==> src/rtl/clock_pkg.sv <==
// Shared timekeeping constants for the clock chain.
// Used by seconds_counter, minutes_hours_counter and the later
// alarm/calendar stages.
package clock_pkg;

    localparam int unsigned SEC_W     = 6;
    localparam int unsigned MIN_W     = 6;
    localparam int unsigned HR_W      = 5;

    localparam int unsigned MIN_MAX   = 59;
    localparam int unsigned HR_MAX_24 = 23;
    localparam int unsigned HR_MIN_12 = 1;
    localparam int unsigned HR_MAX_12 = 12;

    // Legal hour values differ between 24h (0..23) and 12h (1..12) formats.
    function automatic logic hours_in_range(input logic [HR_W-1:0] h, input logic h12);
        if (h12)
            return (h >= HR_W'(HR_MIN_12)) && (h <= HR_W'(HR_MAX_12));
        else
            return (h <= HR_W'(HR_MAX_24));
    endfunction

endpackage

==> src/rtl/mod_n_counter.sv <==
// Modulo counter running LO..HI with synchronous load.
// Ports:
//   clk     rising-edge clock
//   rst_n   synchronous active-low reset, value returns to LO
//   inc     advance by one (wraps HI -> LO)
//   ld      load ld_val; takes priority over inc
//   ld_val  value to load (caller guarantees it is in range)
//   value   registered count
//   wrap    combinational: inc while value == HI
module mod_n_counter #(
    parameter int unsigned WIDTH = 6,
    parameter int unsigned LO    = 0,
    parameter int unsigned HI    = 59
) (
    input  logic             clk,
    input  logic             rst_n,
    input  logic             inc,
    input  logic             ld,
    input  logic [WIDTH-1:0] ld_val,
    output logic [WIDTH-1:0] value,
    output logic             wrap
);

    logic [WIDTH-1:0] value_q, value_d;

    assign wrap  = inc && (value_q == WIDTH'(HI));
    assign value = value_q;

    always_comb begin
        value_d = value_q;
        if (ld)
            value_d = ld_val;
        else if (inc)
            value_d = wrap ? WIDTH'(LO) : value_q + WIDTH'(1);
    end

    always_ff @(posedge clk) begin
        if (!rst_n)
            value_q <= WIDTH'(LO);
        else
            value_q <= value_d;
    end

endmodule

==> src/rtl/minutes_hours_counter.sv <==
// Minutes/hours timekeeping stage fed by seconds_counter's tick_minute.
// Ports:
//   clk, rst_n          clock, synchronous active-low reset
//   enable              count gate for tick_minute
//   tick_minute         one-cycle minute pulse
//   load, load_minutes, load_hours, load_pm   range-checked time set
//   minutes, hours, pm  current time (pm only meaningful when H12=1)
//   tick_hour           pulse after minutes wrap 59->0
//   tick_day            pulse after the midnight rollover
//   load_err            pulse after a rejected load
// H12 selects 24h (0) or 12h+AM/PM (1) hour format.
module minutes_hours_counter
    import clock_pkg::*;
#(
    parameter int unsigned H12 = 0
) (
    input  logic             clk,
    input  logic             rst_n,
    input  logic             enable,
    input  logic             tick_minute,
    input  logic             load,
    input  logic [MIN_W-1:0] load_minutes,
    input  logic [HR_W-1:0]  load_hours,
    input  logic             load_pm,
    output logic [MIN_W-1:0] minutes,
    output logic [HR_W-1:0]  hours,
    output logic             pm,
    output logic             tick_hour,
    output logic             tick_day,
    output logic             load_err
);

    logic count_ev;
    logic load_ok;
    logic load_bad;
    logic min_inc;
    logic min_wrap;
    logic day_wrap;
    logic [HR_W-1:0] hr_val;
    logic pm_val;

    logic tick_hour_q, tick_day_q, load_err_q;

    assign count_ev = enable && tick_minute;
    assign load_ok  = load && (load_minutes <= MIN_W'(MIN_MAX))
                           && hours_in_range(load_hours, H12 != 0);
    assign load_bad = load && !load_ok;
    // Any load request (valid or not) swallows a coincident count event.
    assign min_inc  = count_ev && !load;

    mod_n_counter #(
        .WIDTH (MIN_W),
        .LO    (0),
        .HI    (MIN_MAX)
    ) u_minutes (
        .clk    (clk),
        .rst_n  (rst_n),
        .inc    (min_inc),
        .ld     (load_ok),
        .ld_val (load_minutes),
        .value  (minutes),
        .wrap   (min_wrap)
    );

    if (H12 == 0) begin : g_h24
        mod_n_counter #(
            .WIDTH (HR_W),
            .LO    (0),
            .HI    (HR_MAX_24)
        ) u_hours (
            .clk    (clk),
            .rst_n  (rst_n),
            .inc    (min_wrap),
            .ld     (load_ok),
            .ld_val (load_hours),
            .value  (hr_val),
            .wrap   (day_wrap)
        );
        assign pm_val = 1'b0;
    end else begin : g_h12
        logic [HR_W-1:0] hr_q, hr_d;
        logic            pm_q, pm_d;

        // 12h sequence is 12,1,..,11 with pm flipping on the 11 -> 12 step,
        // so it does not fit the plain LO..HI counter.
        always_comb begin
            hr_d = hr_q;
            pm_d = pm_q;
            if (load_ok) begin
                hr_d = load_hours;
                pm_d = load_pm;
            end else if (min_wrap) begin
                if (hr_q == HR_W'(HR_MAX_12 - 1)) begin
                    hr_d = HR_W'(HR_MAX_12);
                    pm_d = !pm_q;
                end else if (hr_q == HR_W'(HR_MAX_12)) begin
                    hr_d = HR_W'(HR_MIN_12);
                end else begin
                    hr_d = hr_q + HR_W'(1);
                end
            end
        end

        always_ff @(posedge clk) begin
            if (!rst_n) begin
                hr_q <= HR_W'(HR_MAX_12);
                pm_q <= 1'b0;
            end else begin
                hr_q <= hr_d;
                pm_q <= pm_d;
            end
        end

        assign hr_val   = hr_q;
        assign pm_val   = pm_q;
        assign day_wrap = min_wrap && pm_q && (hr_q == HR_W'(HR_MAX_12 - 1));
    end

    always_ff @(posedge clk) begin
        if (!rst_n) begin
            tick_hour_q <= 1'b0;
            tick_day_q  <= 1'b0;
            load_err_q  <= 1'b0;
        end else begin
            tick_hour_q <= min_wrap;
            tick_day_q  <= day_wrap;
            load_err_q  <= load_bad;
        end
    end

    assign hours     = hr_val;
    assign pm        = pm_val;
    assign tick_hour = tick_hour_q;
    assign tick_day  = tick_day_q;
    assign load_err  = load_err_q;

endmodule

==> config.mk <==
export PLATFORM = sky130hd
export DESIGN_NAME = minutes_hours_counter
export DESIGN_NICKNAME = d
export VERILOG_FILES = /design/src/rtl/clock_pkg.sv /design/src/rtl/mod_n_counter.sv /design/src/rtl/minutes_hours_counter.sv
export SDC_FILE = /design/constraint.sdc
export NUM_CORES = 1
export LEC_CHECK = 0
export CAP_MARGIN = 30
export CORE_MARGIN = 2
export CORE_UTILIZATION = 35
export CTS_CLUSTER_DIAMETER = 100
export DETAILED_ROUTE_END_ITERATION = 8
export GPL_ROUTABILITY_DRIVEN = 0
export GPL_TIMING_DRIVEN = 1
export PLACE_DENSITY = 0.66
export SYNTH_ARGS = -nofsm -noshare
export SYNTH_HDL_FRONTEND = slang
export SYNTH_SLANG_ARGS = --single-unit
==> constraint.sdc <==
create_clock -name clk -period 1.5 [get_ports clk]
set_input_delay 0.3 -clock clk [delete_from_list [all_inputs] [get_ports clk]]
set_output_delay 0.3 -clock clk [all_outputs]
set_load 0.02 [all_outputs]
==> results of run 1 <==
-- power by group --
part           internal (mW)  leakage (nW)  switching [mW]
combinational          0.123         0.440           0.115
clock                  0.148        0.0210           0.128
sequential             0.392         0.115          0.0206
-- cell families (layout without fill, tap and decap cells) --
group / after synthesis / after routing
other cells: 1 / 1
xor+xnor: 2 / 2
fa+ha+maj: 2 / 2
flops: 14 / 14
mux: 2 / 2
simple gates: 50 / 50
buf+inv: 8 / 48
compound gates: 24 / 24
-- sequential cells by signal, indices dropped and copies added, names as in the netlist --
name / flops
u_minutes.value: 6
tick_day: 1
load_err: 1
tick_hour: 1
g_h24.u_hours.value: 5
-- area by class of cell --
cell class	count	area, um^2
Timing Repair Buffer	42	394.1
Sequential cell	14	280.3
Multi-Input combinational cell	81	540.5
Tap cell	28	35.03
Fill cell	235	960.9
Inverter	2	7.507
Clock buffer	4	36.28
-- final timing paths --
kind	start	to	slack, ns	depth (start not counted)
worst max-delay path	u_minutes.value[0]	minutes[0]	0.10	1
worst min-delay path	g_h24.u_hours.value[1]	g_h24.u_hours.value[1]	0.52	2
worst max register to register	u_minutes.value[0]	g_h24.u_hours.value[2]	0.14	5
worst min register to register	g_h24.u_hours.value[1]	g_h24.u_hours.value[1]	0.52	2
-- stage by stage --
| stage | hold slack, ns | std cells | setup TNS, ns | area (um^2) |
|---|---|---|---|---|
| after floorplan | 0.4383 | 103 | 0 | 849.6 |
| final | 0.5194 | 171 | 0 | 1294 |
| after CTS | 0.5145 | 171 | 0 | 1274 |
| after detailed placement | 0.5003 | 167 | -1.493 | 1251 |
| after global placement | 0.4950 | 167 | -1.300 | 1251 |
| after global routing | 0.5533 | 171 | 0 | 1294 |
-- timing repair --
| action | CTS | global route |
|---|---|---|
| setup endpoints to repair | 11 | 8 |
| resized for setup | 11 | 5 |
| pin swaps | 0 | 0 |
-- Yosys cell counts (all sizes together) (2+ instances only) --
cell / count
and3: 3
a21oi: 9
xnor2: 2
and2: 2
dfxtp: 14
inv: 2
a32oi: 2
a22oi: 2
nand2: 10
buf: 5
a31oi: 3
o21ai: 2
nor3: 4
o22ai: 3
nor2b: 2
mux2i: 2
nor2: 3
ha: 2
nand3b: 2
nand4: 4
nand3: 14
-- metal layers --
layer	GRT usage [%]	up-vias	wire, um
li1	-	466	-
met1	24.70	411	1055
met2	32.51	52	1151
met3	5.367	0	216
met4	2.564	0	0
met5	0	-	0
==> results.py, run 1 <==
metrics = {
    "run_status": {
        "status": "finished clean",
    },
    "clock_tree": {
        "clock_latency_ns": 0.28,
        "cts_buffers": 3,
        "path_clk_slew_ns": 0.09,
        "clockBufferDepth": 2,
        "clock_sinks": 14,
        "cts_setup_buffers": 0,
        "cts_tree": "built",
        "clock-root-buffer": "clkbuf_4",
        "cts_hold_buf": 0,
        "htreeDepth": 1,
    },
    "worst_setup_path": {
        "cp.arrival_ns": 1.10,
        "cp_top_family": "flip-flops",
        "cp_max_fo": 5,
        "critical_path.cell_chain": "dlygate4sd2_1",
        "max_stage_delay_ns": 0.45,
        "crit_required_ns": 1.20,
        "critPathKind": "flip-flop to output pin",
        "critPathLaunchType": "flip-flop",
        "path_buf_inv": 1,
        "critPathCaptureType": "output pin",
        "crit_path_top_delay_cell": "dfxtp_1",
    },
    "finish": {
        "antennaDiodeCount": 0,
        "drive_above_1_share_pct": 18.18,
        "layout_commonest_cell": "clkdlybuf4s50_1",
        "nets": 163,
        "syn2layout_area_growth_pct": 52.28,
        "final_cell_mix": "15 x clkdlybuf4s50_1, 14 x dfxtp_1, 12 x nand3_1, 12 x buf_4, 11 x dlygate4sd2_1",
        "final_util_pct": 57.38,
    },
    "flow_run": {
        "max_cap_viol_count": 0,
    },
    "detailed_routing": {
        "drc": 0,
        "vias": 929,
        "drt_first_pass_iters": 4,
        "antenna_left": 0,
        "viasPerCell": 5.433,
        "routed_wl_um": 2423,
        "wl_per_cell_um": 14.17,
        "drtIter0Drc": 30,
    },
    "grt": {
        "grtUsageTotal_pct": 19.25,
        "grt_pass1_wl_um": 4008,
        "grt_pass1_vias": 899,
        "antenna_found_initial": 0,
        "overflow": 0,
        "grt_max_degree": 9,
    },
    "synth": {
        "ys_ff_latch": 14,
        "synth-compound-area-share_pct": 17.67,
        "synthCells": 103,
        "synthMuxAreaShare_pct": 2.356,
        "yosysSeqAreaShare_pct": 32.99,
        "synthAdderAreaFrac_pct": 2.946,
        "synth_flop_cell": "dfxtp_1",
        "synth_edf_count": 0,
        "yosys.area_share.simple_pct": 36.67,
        "async_reset_ff_share_pct": 0,
        "synth.cell_area_um2": 849.6,
        "yosysWarnings": 0,
        "yosysUniqueCellTypes": 38,
        "synth_area_per_cell_um2": 8.248,
        "yosysTopAreaCell": "dfxtp_1",
        "yosysTopAreaCellShare_pct": 32.99,
        "synth-xor-area-share_pct": 2.062,
        "synth_area_leaders": "dfxtp_1 33%, nand3_1 7.1%, a21oi_1 5.3%, nand2_1 4.4%, ha_1 2.9%",
        "synth_top_family_by_area": "simple AND/OR/NAND/NOR gates",
        "synth_nets": 122,
    },
    "sta": {
        "clock-skew-final_ns": 0.006133,
        "setup_slack_ns": 0.1041,
        "report.final.hold_viol_count": 0,
        "layout_min_cycle_time_ns": 1.396,
        "finalSetupViolCount": 0,
        "fmax_mhz": 716.4,
        "period_share_pct": 93.06,
        "rsz0062_at_grt": "false",
        "finalMaxSlewViolations": 0,
    },
    "placed_design": {
        "portBuffers": 29,
        "place_hpwl_um": 1837,
        "place_ws_ns": -0.1747,
    },
    "floorplan": {
        "start_util_pct": 37.68,
        "pin_count": 32,
        "core_area_mm2": 0.002255,
        "die_y_um": 53.27,
        "dieArea_mm2": 0.002837,
        "die_width_um": 53.27,
        "rows": 17,
    },
    "hold_path": {
        "hp-class": "flip-flop to flip-flop",
    },
    "power": {
        "p_per_area_mw_per_mm2": 715.5,
        "total_leakage_power_nw": 0.5754,
        "ir_drop_uv": 532.2,
        "finalPower_mw": 0.9257,
    },
}
No activity file was read; power rests on OpenSTA's default activity.
==> run 2: changes to the inputs <==
--- a/config.mk
+++ b/config.mk
@@ -6,6 +6,7 @@
 export NUM_CORES = 1
 export LEC_CHECK = 0
 export CAP_MARGIN = 30
+export CORE_ASPECT_RATIO = 1.1
 export CORE_MARGIN = 2
 export CORE_UTILIZATION = 35
 export CTS_CLUSTER_DIAMETER = 100
@@ -13,6 +14,7 @@
 export GPL_ROUTABILITY_DRIVEN = 0
 export GPL_TIMING_DRIVEN = 1
 export PLACE_DENSITY = 0.66
+export SKIP_LAST_GASP = 1
 export SYNTH_ARGS = -nofsm -noshare
 export SYNTH_HDL_FRONTEND = slang
 export SYNTH_SLANG_ARGS = --single-unit
==> results.py, run 2 (synthesis results as in run 1) <==
metrics = {
    "clock_tree": {
        "cts_buffers": 3,
        "path_clk_slew_ns": 0.08,
        "cts_setup_buffers": 0,
        "clock_sinks": 14,
        "clock-root-buffer": "clkbuf_4",
        "htreeDepth": 1,
        "cts_tree": "built",
        "clockBufferDepth": 2,
        "clock_latency_ns": 0.28,
    },
    "power": {
        "power_switching_mw": 0.2496,
        "internal_power_mw": 0.6078,
        "total_leakage_power_nw": 0.5879,
        "seqPwrFrac_pct": 47.6,
        "ir_drop_uv": 422.6,
        "p_clk_share_pct": 24.8,
        "power.share.switching_pct": 29.11,
        "p_per_area_mw_per_mm2": 660.8,
        "p_comb_share_pct": 27.7,
        "finalPower_mw": 0.8574,
    },
    "sta": {
        "setup_slack_ns": 0.1012,
        "fmax_mhz": 714.9,
        "finalSetupViolCount": 0,
        "period_share_pct": 93.25,
        "layout_min_cycle_time_ns": 1.399,
        "finalMaxSlewViolations": 0,
        "report.final.hold_viol_count": 0,
        "rsz0062_at_grt": "false",
        "clock-skew-final_ns": 0.0008078,
    },
    "worst_setup_path": {
        "max_stage_delay_ns": 0.54,
        "cp_top_family": "buffers and inverters",
        "crit_required_ns": 1.67,
        "critical_path.cell_chain": "clkdlybuf4s50_1, and3b_1, nand3_2, a21oi_1, o22ai_1",
        "crit_path_top_delay_cell": "clkdlybuf4s50_1",
        "cp.arrival_ns": 1.57,
        "path_buf_inv": 1,
        "cp_max_fo": 5,
        "critPathLaunchType": "input pin",
        "critPathKind": "input pin to flip-flop",
        "critPathCaptureType": "flip-flop",
    },
    "floorplan": {
        "die_width_um": 50.98,
        "dieArea_mm2": 0.002838,
        "start_util_pct": 37.35,
        "die_y_um": 55.68,
        "rows": 18,
        "pin_count": 32,
        "core_area_mm2": 0.002275,
    },
    "placed_design": {
        "portBuffers": 29,
        "place_hpwl_um": 1784,
        "place_ws_ns": -0.1864,
        "detailed_place.area_mm2": 0.001279,
    },
    "detailed_routing": {
        "vias": 953,
        "drtIter0Drc": 33,
        "drt_first_pass_iters": 4,
        "viasPerCell": 5.384,
        "drc": 0,
        "routed_wl_um": 2259,
        "antenna_left": 0,
        "wl_per_cell_um": 12.76,
    },
    "run_status": {
        "status": "finished clean",
    },
    "finish": {
        "nets": 168,
        "fillers": 217,
        "antennaDiodeCount": 0,
        "largest_reg_flops": 6,
        "final_cell_mix": "18 x buf_4, 15 x clkdlybuf4s50_1, 14 x dfxtp_1, 12 x nand3_1, 11 x dlygate4sd2_1",
        "final_util_pct": 57.04,
        "drive_above_1_share_pct": 20.41,
        "final_cell_area_mm2": 0.001297,
        "syn2layout_area_growth_pct": 52.72,
        "layout_commonest_cell": "buf_4",
    },
    "grt": {
        "grt_pass1_wl_um": 3891,
        "grt_pass1_vias": 913,
        "grt_max_degree": 9,
        "overflow": 0,
        "antenna_found_initial": 0,
        "grtUsageTotal_pct": 17.12,
    },
    "hold_path": {
        "hp-class": "flip-flop to flip-flop",
    },
    "flow_run": {
        "max_cap_viol_count": 0,
    },
}
[run 2: changes by cell type in the layout (fill, tap and decap cells not counted)]
cell / before / now
buf_4: 12 / 18
buf_12: 1 / 0
clkbuf_8: 1 / 0
ha_2: 0 / 1
ha_4: 1 / 0
[run 2: stage by stage]
| step | setup TNS [ns] | std cells | hold slack (ns) |
|---|---|---|---|
| after floorplan | 0 | 103 | 0.4383 |
| after global placement | -1.421 | 174 | 0.4982 |
| after detailed placement | -1.507 | 174 | 0.4932 |
| after CTS | 0 | 177 | 0.5064 |
| after global routing | 0 | 177 | 0.5477 |
| final | 0 | 177 | 0.5063 |
[run 2: tightest hold or removal path, stage by stage (launching register included)]
cell and delay [ns]:
dfxtp_1 0.34, nand3_1 0.07, a21oi_1 0.06
[run 2: final timing paths]
check / end / slack (ns) / startpoint / cells after the start
hold / removal: u_minutes.value[1] / 0.51 / u_minutes.value[1] / 2
hold reg to reg: u_minutes.value[1] / 0.51 / u_minutes.value[1] / 2
setup reg to reg: g_h24.u_hours.value[1] / 0.15 / g_h24.u_hours.value[0] / 4
setup / recovery: g_h24.u_hours.value[2] / 0.10 / enable / 5
[run 2: repair_timing]
item                                    4_1_cts  5_1_grt
hold endpoints to repair                      0        0
endpoints found under the setup margin       11        4
hold buffers                                  0        0
pin swaps                                     0        0
resized for setup                            11        4
[run 2: cell type report]
type	count	area, um^2	area share [%]
clock buffer	3	22.52	1.736
tap	30	37.54	2.893
timing repair buffer	47	419.2	32.30
multi-input combinational	81	530.5	40.89
sequential	14	280.3	21.60
inverter	2	7.507	0.5786
[run 2: metal layers]
metal,share of wire (%),vias to the layer above,GRT usage (%)
met4,0.89,0,4.633
met2,47,38,29.87
met1,46,439,21.85
met3,5.9,2,1.882
li1,-,474,-
met5,0,-,0
[run 2: power groups by stage]
stage | combinational (mW) | clock, mW | sequential [mW]
after floorplan | 0.0829 | 0 | 0.447
after global placement | 0.248 | 0 | 0.416
after detailed placement | 0.249 | 0 | 0.417
after CTS | 0.238 | 0.218 | 0.408
after global routing | 0.257 | 0.236 | 0.411
final | 0.237 | 0.212 | 0.408
